===== config.mk =====
export PLATFORM = sky130hd
export DESIGN_NAME = udma_mdio_master
export DESIGN_NICKNAME = d
export VERILOG_FILES = /design/src/rtl/udma_mdio_pkg.sv /design/src/rtl/udma_mdio_clkgen.sv /design/src/rtl/udma_mdio_master.sv
export SDC_FILE = /design/constraint.sdc
export NUM_CORES = 1
export LEC_CHECK = 0
export CAP_MARGIN = 10
export CORE_ASPECT_RATIO = 0.6
export CORE_UTILIZATION = 45
export CTS_BUF_LIST = sky130_fd_sc_hd__clkbuf_8
export CTS_CLUSTER_DIAMETER = 150
export DETAILED_ROUTE_END_ITERATION = 7
export PLACE_DENSITY = 0.62
export SETUP_SLACK_MARGIN = 0.2
export SLEW_MARGIN = 10
export SYNTH_ARGS = -nofsm -noshare
export SYNTH_HDL_FRONTEND = slang
export SYNTH_SLANG_ARGS = --single-unit

===== constraint.sdc =====
create_clock -name clk_i -period 4.2 [get_ports clk_i]
set_clock_uncertainty 0.2 [all_clocks]
set_input_delay 0.42 -clock clk_i [delete_from_list [all_inputs] [get_ports clk_i]]
set_output_delay 0.42 -clock clk_i [all_outputs]
set_load 0.01 [all_outputs]

===== src/rtl/udma_mdio_pkg.sv =====
// Shared definitions for the uDMA MDIO master: register map, FSM states,
// Clause 22/45 frame constants and field widths.
package udma_mdio_pkg;

    localparam int PHY_W   = 5;
    localparam int REG_W   = 5;
    localparam int DATA_W  = 16;
    localparam int FRAME_W = 64;
    localparam int CNT_W   = 6;

    localparam logic [4:0] REG_CTRL    = 5'd0;
    localparam logic [4:0] REG_STATUS  = 5'd1;
    localparam logic [4:0] REG_PHY     = 5'd2;
    localparam logic [4:0] REG_REG     = 5'd3;
    localparam logic [4:0] REG_TX      = 5'd4;
    localparam logic [4:0] REG_RX      = 5'd5;
    localparam logic [4:0] REG_CLKDIV  = 5'd6;
    localparam logic [4:0] REG_IRQ_EN  = 5'd7;

    // Index of the last bit of each frame section.
    localparam logic [CNT_W-1:0] LAST_PRE  = 6'd31;
    localparam logic [CNT_W-1:0] LAST_HDR  = 6'd45;
    localparam logic [CNT_W-1:0] LAST_TA   = 6'd47;
    localparam logic [CNT_W-1:0] LAST_DATA = 6'd63;

    localparam logic [1:0] ST_C22   = 2'b01;
    localparam logic [1:0] ST_C45   = 2'b00;
    localparam logic [1:0] OP_WRITE = 2'b01;
    localparam logic [1:0] OP_READ  = 2'b10;
    localparam logic [1:0] TA_DRIVE = 2'b10;

    typedef enum logic [2:0] {
        S_IDLE,
        S_PRE,
        S_HDR,
        S_TA,
        S_DATA
    } state_e;

endpackage


===== src/rtl/udma_mdio_clkgen.sv =====
// MDC generator: toggles the MDC level every CLKDIV+1 cycles while enabled
// and flags the cycle before each rising/falling MDC edge.
module udma_mdio_clkgen #(
    parameter int CLKDIV_W = 8
) (
    input  logic                clk_i,
    input  logic                rstn_i,
    input  logic                en_i,
    input  logic [CLKDIV_W-1:0] clkdiv_i,
    output logic                mdc_o,
    output logic                rise_o,
    output logic                fall_o
);

    logic [CLKDIV_W-1:0] cnt;
    logic                tick;

    assign tick   = en_i && (cnt == clkdiv_i);
    assign rise_o = tick && !mdc_o;
    assign fall_o = tick && mdc_o;

    // NOTE: sequential state uses non-blocking assignments so every flop
    // samples the pre-edge values of its neighbours.
    always_ff @(posedge clk_i or negedge rstn_i) begin
        if (!rstn_i) begin
            cnt   <= '0;
            mdc_o <= 1'b0;
        end else if (!en_i) begin
            cnt   <= '0;
            mdc_o <= 1'b0;
        end else if (tick) begin
            cnt   <= '0;
            mdc_o <= ~mdc_o;
        end else begin
            cnt   <= cnt + CLKDIV_W'(1);
        end
    end

endmodule


===== src/rtl/udma_mdio_master.sv =====
// MDIO/SMI management master on the uDMA cfg port, N_BUS MDC/MDIO buses.
// Optional Clause 45 framing is enabled by defining MDIO_CLAUSE45_EN.
module udma_mdio_master
    import udma_mdio_pkg::*;
#(
    parameter int N_BUS    = 2,
    parameter int CLKDIV_W = 8
) (
    input  logic             clk_i,
    input  logic             rstn_i,
    input  logic [31:0]      cfg_data_i,
    input  logic [4:0]       cfg_addr_i,
    input  logic             cfg_valid_i,
    input  logic             cfg_rwn_i,
    output logic [31:0]      cfg_data_o,
    output logic             cfg_ready_o,
    output logic [N_BUS-1:0] mdc_o,
    output logic             mdio_o,
    output logic [N_BUS-1:0] mdio_oe_o,
    input  logic [N_BUS-1:0] mdio_i,
    output logic             irq_o
);

    localparam logic [2:0] N_BUS_L = 3'(N_BUS);

    state_e               state, state_next;
    logic [CNT_W-1:0]     bit_cnt;
    logic [PHY_W-1:0]     phy_addr;
    logic [REG_W-1:0]     reg_addr;
    logic [DATA_W-1:0]    tx_data, rx_data, rx_shift;
    logic [CLKDIV_W-1:0]  clkdiv;
    logic                 irq_en, ctrl_rw, done, err;
    logic [1:0]           ctrl_bus, bus_sel, new_bus;
    logic [FRAME_W-1:0]   frame_sr, new_frame;
    logic                 frame_drive, new_drive;
    logic                 mdc, rise, fall, busy, oe, mdio_in;
    logic                 wr, status_rd, start_req, start_ok, frame_end;
    logic [1:0]           st, op;
    logic                 unused_bits;
`ifdef MDIO_CLAUSE45_EN
    logic [1:0]           ctrl_c45op;
    logic                 ctrl_c45en;
`endif

    assign cfg_ready_o = 1'b1;
    assign unused_bits = ^cfg_data_i[31:16];

    assign wr        = cfg_valid_i && !cfg_rwn_i;
    assign status_rd = cfg_valid_i && cfg_rwn_i && (cfg_addr_i == REG_STATUS);
    assign start_req = wr && (cfg_addr_i == REG_CTRL) && cfg_data_i[0];
    assign busy      = (state != S_IDLE);
    assign start_ok  = start_req && !busy;
    assign frame_end = (state == S_DATA) && fall && (bit_cnt == LAST_DATA);
    assign new_bus   = ({1'b0, cfg_data_i[9:8]} < N_BUS_L) ? cfg_data_i[9:8] : 2'd0;

    udma_mdio_clkgen #(.CLKDIV_W(CLKDIV_W)) u_clkgen (
        .clk_i    (clk_i),
        .rstn_i   (rstn_i),
        .en_i     (busy),
        .clkdiv_i (clkdiv),
        .mdc_o    (mdc),
        .rise_o   (rise),
        .fall_o   (fall)
    );

    // Frame image assembled from the CTRL write that starts it.
    always_comb begin
        st        = ST_C22;
        op        = cfg_data_i[1] ? OP_WRITE : OP_READ;
        new_drive = cfg_data_i[1];
`ifdef MDIO_CLAUSE45_EN
        if (cfg_data_i[3:2] != 2'b00 || cfg_data_i[4]) begin
            st        = ST_C45;
            op        = cfg_data_i[3:2];
            new_drive = !cfg_data_i[3];
        end
`endif
        new_frame = {32'hFFFF_FFFF, st, op, phy_addr, reg_addr,
                     new_drive ? TA_DRIVE : 2'b00,
                     new_drive ? tx_data : 16'h0000};
    end

    always_ff @(posedge clk_i or negedge rstn_i) begin
        if (!rstn_i) begin
            phy_addr <= '0;
            reg_addr <= '0;
            tx_data  <= '0;
            clkdiv   <= '0;
            irq_en   <= 1'b0;
            ctrl_rw  <= 1'b0;
            ctrl_bus <= '0;
`ifdef MDIO_CLAUSE45_EN
            ctrl_c45op <= '0;
            ctrl_c45en <= 1'b0;
`endif
        end else if (wr) begin
            case (cfg_addr_i)
                REG_CTRL: begin
                    ctrl_rw  <= cfg_data_i[1];
                    ctrl_bus <= cfg_data_i[9:8];
`ifdef MDIO_CLAUSE45_EN
                    ctrl_c45op <= cfg_data_i[3:2];
                    ctrl_c45en <= cfg_data_i[4];
`endif
                end
                REG_PHY:    phy_addr <= cfg_data_i[PHY_W-1:0];
                REG_REG:    reg_addr <= cfg_data_i[REG_W-1:0];
                REG_TX:     tx_data  <= cfg_data_i[DATA_W-1:0];
                REG_CLKDIV: clkdiv   <= cfg_data_i[CLKDIV_W-1:0];
                REG_IRQ_EN: irq_en   <= cfg_data_i[0];
                default: ;
            endcase
        end
    end

    // Sticky status: a set in the same cycle as the clearing read wins.
    always_ff @(posedge clk_i or negedge rstn_i) begin
        if (!rstn_i) begin
            done  <= 1'b0;
            err   <= 1'b0;
            irq_o <= 1'b0;
        end else begin
            done  <= frame_end || (done && !status_rd);
            err   <= (start_req && busy) || (err && !status_rd);
            irq_o <= frame_end && irq_en;
        end
    end

    always_ff @(posedge clk_i or negedge rstn_i) begin
        if (!rstn_i) begin
            state <= S_IDLE;
        end else begin
            state <= state_next;
        end
    end

    always_comb begin
        state_next = state;
        case (state)
            S_IDLE: if (start_ok)                         state_next = S_PRE;
            S_PRE:  if (fall && bit_cnt == LAST_PRE)      state_next = S_HDR;
            S_HDR:  if (fall && bit_cnt == LAST_HDR)      state_next = S_TA;
            S_TA:   if (fall && bit_cnt == LAST_TA)       state_next = S_DATA;
            S_DATA: if (frame_end)                        state_next = S_IDLE;
            default:                                      state_next = S_IDLE;
        endcase
    end

    always_ff @(posedge clk_i or negedge rstn_i) begin
        if (!rstn_i) begin
            frame_sr    <= '0;
            frame_drive <= 1'b0;
            bus_sel     <= '0;
            bit_cnt     <= '0;
            rx_shift    <= '0;
            rx_data     <= '0;
        end else if (start_ok) begin
            frame_sr    <= new_frame;
            frame_drive <= new_drive;
            bus_sel     <= new_bus;
            bit_cnt     <= '0;
            rx_shift    <= '0;
        end else if (busy) begin
            if (fall) begin
                frame_sr <= {frame_sr[FRAME_W-2:0], 1'b0};
                bit_cnt  <= bit_cnt + 6'd1;
            end
            if (rise && state == S_DATA) begin
                rx_shift <= {rx_shift[DATA_W-2:0], mdio_in};
            end
            if (frame_end && !frame_drive) begin
                rx_data <= rx_shift;
            end
        end
    end

    always_comb begin
        mdio_in = 1'b0;
        for (int i = 0; i < N_BUS; i++) begin
            if (bus_sel == 2'(i)) mdio_in = mdio_i[i];
        end
    end

    // NOTE: every combinational output gets a default first so no latch
    // is inferred for the buses that are not selected.
    always_comb begin
        mdc_o     = '0;
        mdio_oe_o = '0;
        oe        = busy && (frame_drive || state == S_PRE || state == S_HDR);
        for (int i = 0; i < N_BUS; i++) begin
            if (bus_sel == 2'(i)) begin
                mdc_o[i]     = mdc;
                mdio_oe_o[i] = oe;
            end
        end
        mdio_o = oe && frame_sr[FRAME_W-1];
    end

    always_comb begin
        cfg_data_o = '0;
        case (cfg_addr_i)
            REG_CTRL: begin
                cfg_data_o[9:8] = ctrl_bus;
                cfg_data_o[1]   = ctrl_rw;
`ifdef MDIO_CLAUSE45_EN
                cfg_data_o[3:2] = ctrl_c45op;
                cfg_data_o[4]   = ctrl_c45en;
`endif
            end
            REG_STATUS: cfg_data_o[2:0]          = {err, done, busy};
            REG_PHY:    cfg_data_o[PHY_W-1:0]    = phy_addr;
            REG_REG:    cfg_data_o[REG_W-1:0]    = reg_addr;
            REG_TX:     cfg_data_o[DATA_W-1:0]   = tx_data;
            REG_RX:     cfg_data_o[DATA_W-1:0]   = rx_data;
            REG_CLKDIV: cfg_data_o[CLKDIV_W-1:0] = clkdiv;
            REG_IRQ_EN: cfg_data_o[0]            = irq_en;
            default: ;
        endcase
    end

endmodule


==> impl_metrics.ini <==
[drt]
routed_wl_um = 16800
viasPerCell = 5.49
drc = 4
dr.pass1.iters = 7
ant_nets = 0
vias = 5449
drt_iter0_markers = 551
wl_per_cell_um = 17.0

[critical_path]
r2r_start = clkdiv[5]
worst-path-buf-inv = 2
crit_type = primary input to output port
worst_r2r_endpoint = frame_sr[12]
critPathMaxStageDelay_ns = 0.65
path_cells = clkdlybuf4s50_1 > or3_1 > nor3_1 > a22oi_1 > nand2_1 > clkdlybuf4s50_1
crit_family = simple AND/OR/NAND/NOR gates
reg2regPathDepth = 6
crit_arrival_ns = 2.83
r2r_slack_ns = 1.59
cp-startpoint = cfg_addr_i[2]
required_ns = 3.58
worst_setup_path_end_kind = output port
cp_slowest_cell = nor3_1
crit_path_frequent_cell = clkdlybuf4s50_1
cp_max_fo = 5
worstSetupStartpointType = primary input

[cts]
cts_tree = yes
clk_latency_ns = 0.45
cts_root_buffer = clkbuf_8
cts.sink_count = 157
h-tree-depth = 4
cts.path.max_buffers = 2
path_clk_slew_ns = 0.09
cts_resized = 0
cts_buffers = 17

[sta]
slew_viol_final = 0
rsz0062_at_grt = false
finalCritPeriodShare_pct = 82.1
hold_viol_final = 0
timing.fmax_mhz = 290
finalSetupViolations = 0
slew_headroom_pct = 31.3
worst_pin_slew_ns = 1.03
final.setup.tns_ns = 0
min_period_ns = 3.45

[synthesis]
ys_types = 45
synthCells = 741
yosysSeqAreaShare_pct = 53.7
synthArstFlopShare_pct = 100
ys_ff_latch = 157
syn_area_per_cell_sq_um = 9.87
ys.warnings.count = 0
ys.flop_type = dfrtp_1
syn_area_sq_um = 7310
synth-edff-count = 0

[layout]
utilization_pct = 53.4
nets = 822
mostFrequentLayoutCell = dfrtp_1
final_cell_mix = dfrtp_1 (157), nand2_1 (121), nor2_1 (67), mux2_2 (56), nand3_1 (53)
diodes = 0
layout-drive-gt1-share_pct = 14.3
nFillCells = 1407
area_growth_pct = 13.9

[status]
violations = DRC
status = finished with violations

[grt]
antenna_found_initial = 0
grt_pass1_vias = 5350
grt_max_degree = 106
grt_util_all_layers_pct = 21.5
grt_pass1_wl_um = 28000
overflow = 0

[placed_design]
numPortBuffers = 48
place_congestion = 0.820
dp_hpwl_um = 11300

[die]
die_area_sq_um = 16800
io_pins = 82
die_height_um = 101
initial_core_util_pct = 46.9
dieWidth_um = 167
core_sq_um = 15600
rows = 35

[hold_path]
hold-path-endpoint = frame_sr[62]
whs_path_depth = 2
hp-class = flop to flop
min-delay-start = frame_sr[61]

[power]
power_density_nw_per_um2 = 504
p_leak_nw = 3.94
irDropWorstVdd_uv = 191

[run]
maxCapViolCount = 0
Yosys cell counts (all sizes together) (4+ instances only):
master	number	area (sq um)
inv	24	90.1
nor2b	4	25.0
nand4	10	68.8
mux2i	8	80.1
or3	4	25.0
nor3	19	95.1
o21ai	27	135
xor2	9	78.8
nand3	53	265
xnor2	7	61.3
buf	31	203
a31oi	29	181
a22oi	7	52.6
nor2	67	251
a21oi	28	140
nand2	121	454
mux2	56	631
a22o	6	52.6
clkbuf	33	124
and3	9	56.3
dfrtp	157	3930
worst max path at each step:
stage | endpoint | slack [ns] | cells after the start
detailed placement | cfg_data_o[8] | 0.83 | 6
floorplan | cfg_data_o[0] | 1.84 | 5
CTS | cfg_data_o[8] | 0.82 | 6
global route | cfg_data_o[8] | 0.65 | 6
finish | cfg_data_o[8] | 0.75 | 6
global placement | cfg_data_o[8] | 0.83 | 6
cell type report:
class	instances	area (sq um)	share of cell area, %
well taps	203	254	3.05
flip-flops and latches	157	3930	47.2
inverters	24	90.1	1.08
clock inverters	15	174	2.09
repair buffers	65	624	7.50
clock buffers	17	234	2.81
multi-input cells	511	3020	36.3
worst reg2reg max path, delay by kind of cell (launching register included):
family                    cells  cell delay, ns
DFF                           1            0.47
AOI/OAI and AO/OA             1            0.20
and+or+nand+nor               3            1.05
buffers and inverters         1            0.38
xor gates and xnor gates      1            0.24
sequential cells by signal, indices dropped and copies added, names as in the netlist, 2 cells and up:
name	flops
tx_data	16
ctrl_bus	2
frame_sr	64
phy_addr	5
clkdiv	8
rx_shift	16
state	3
bit_cnt	6
u_clkgen.cnt	8
rx_data	16
reg_addr	5
metal layers:
metal	vias up	GRT usage, %	wire, um
met5	-	0	0
met3	18	5.93	1180
li1	2584	-	-
met2	149	31.1	7130
met1	2698	31.5	8340
met4	0	5.91	166
cells by family (layout without fill, tap and decap cells):
logic type	Yosys count	after routing	synth area share [%]
other	2	17	0.103
and+or+nand+nor	300	300	18.8
muxes	66	66	10.3
AOI/OAI and AO/OA	109	109	8.93
buffers and inverters	88	121	5.70
adders and majority gates	3	3	0.513
xor gates and xnor gates	16	16	1.92
DFF	157	157	53.7
where the power goes:
| group | switching (mW) | total, mW | internal [mW] | leakage (nW) |
|---|---|---|---|---|
| Clock | 0.632 | 1.18 | 0.549 | 0.206 |
| Sequential | 0.266 | 2.14 | 1.87 | 1.96 |
| Combinational | 0.480 | 0.874 | 0.394 | 1.78 |
| Total | 1.38 | 4.20 | 2.82 | 3.94 |
through the flow:
| step | cell area [sq um] | hold slack (ns) | instances | power [mW] | setup WS [ns] |
|---|---|---|---|---|---|
| 2_1_floorplan | 7370 | -0.0756 | 756 | 2.76 | 1.84 |
| 3_3_place_gp | 7910 | 0.272 | 959 | 2.98 | 0.827 |
| 3_5_place_dp | 7910 | 0.275 | 959 | 3.04 | 0.833 |
| 4_1_cts | 8330 | 0.298 | 992 | 4.23 | 0.818 |
| 5_1_grt | 8330 | 0.318 | 992 | 4.46 | 0.645 |
| 6_report | 8330 | 0.294 | 992 | 4.20 | 0.753 |
repair_timing:
item / in CTS / in global routing
hold endpoints to repair: 104 / 0
hold buffers: 1 / 0
setup buffers: 0 / 0
No activity file was read; power rests on OpenSTA's default activity.
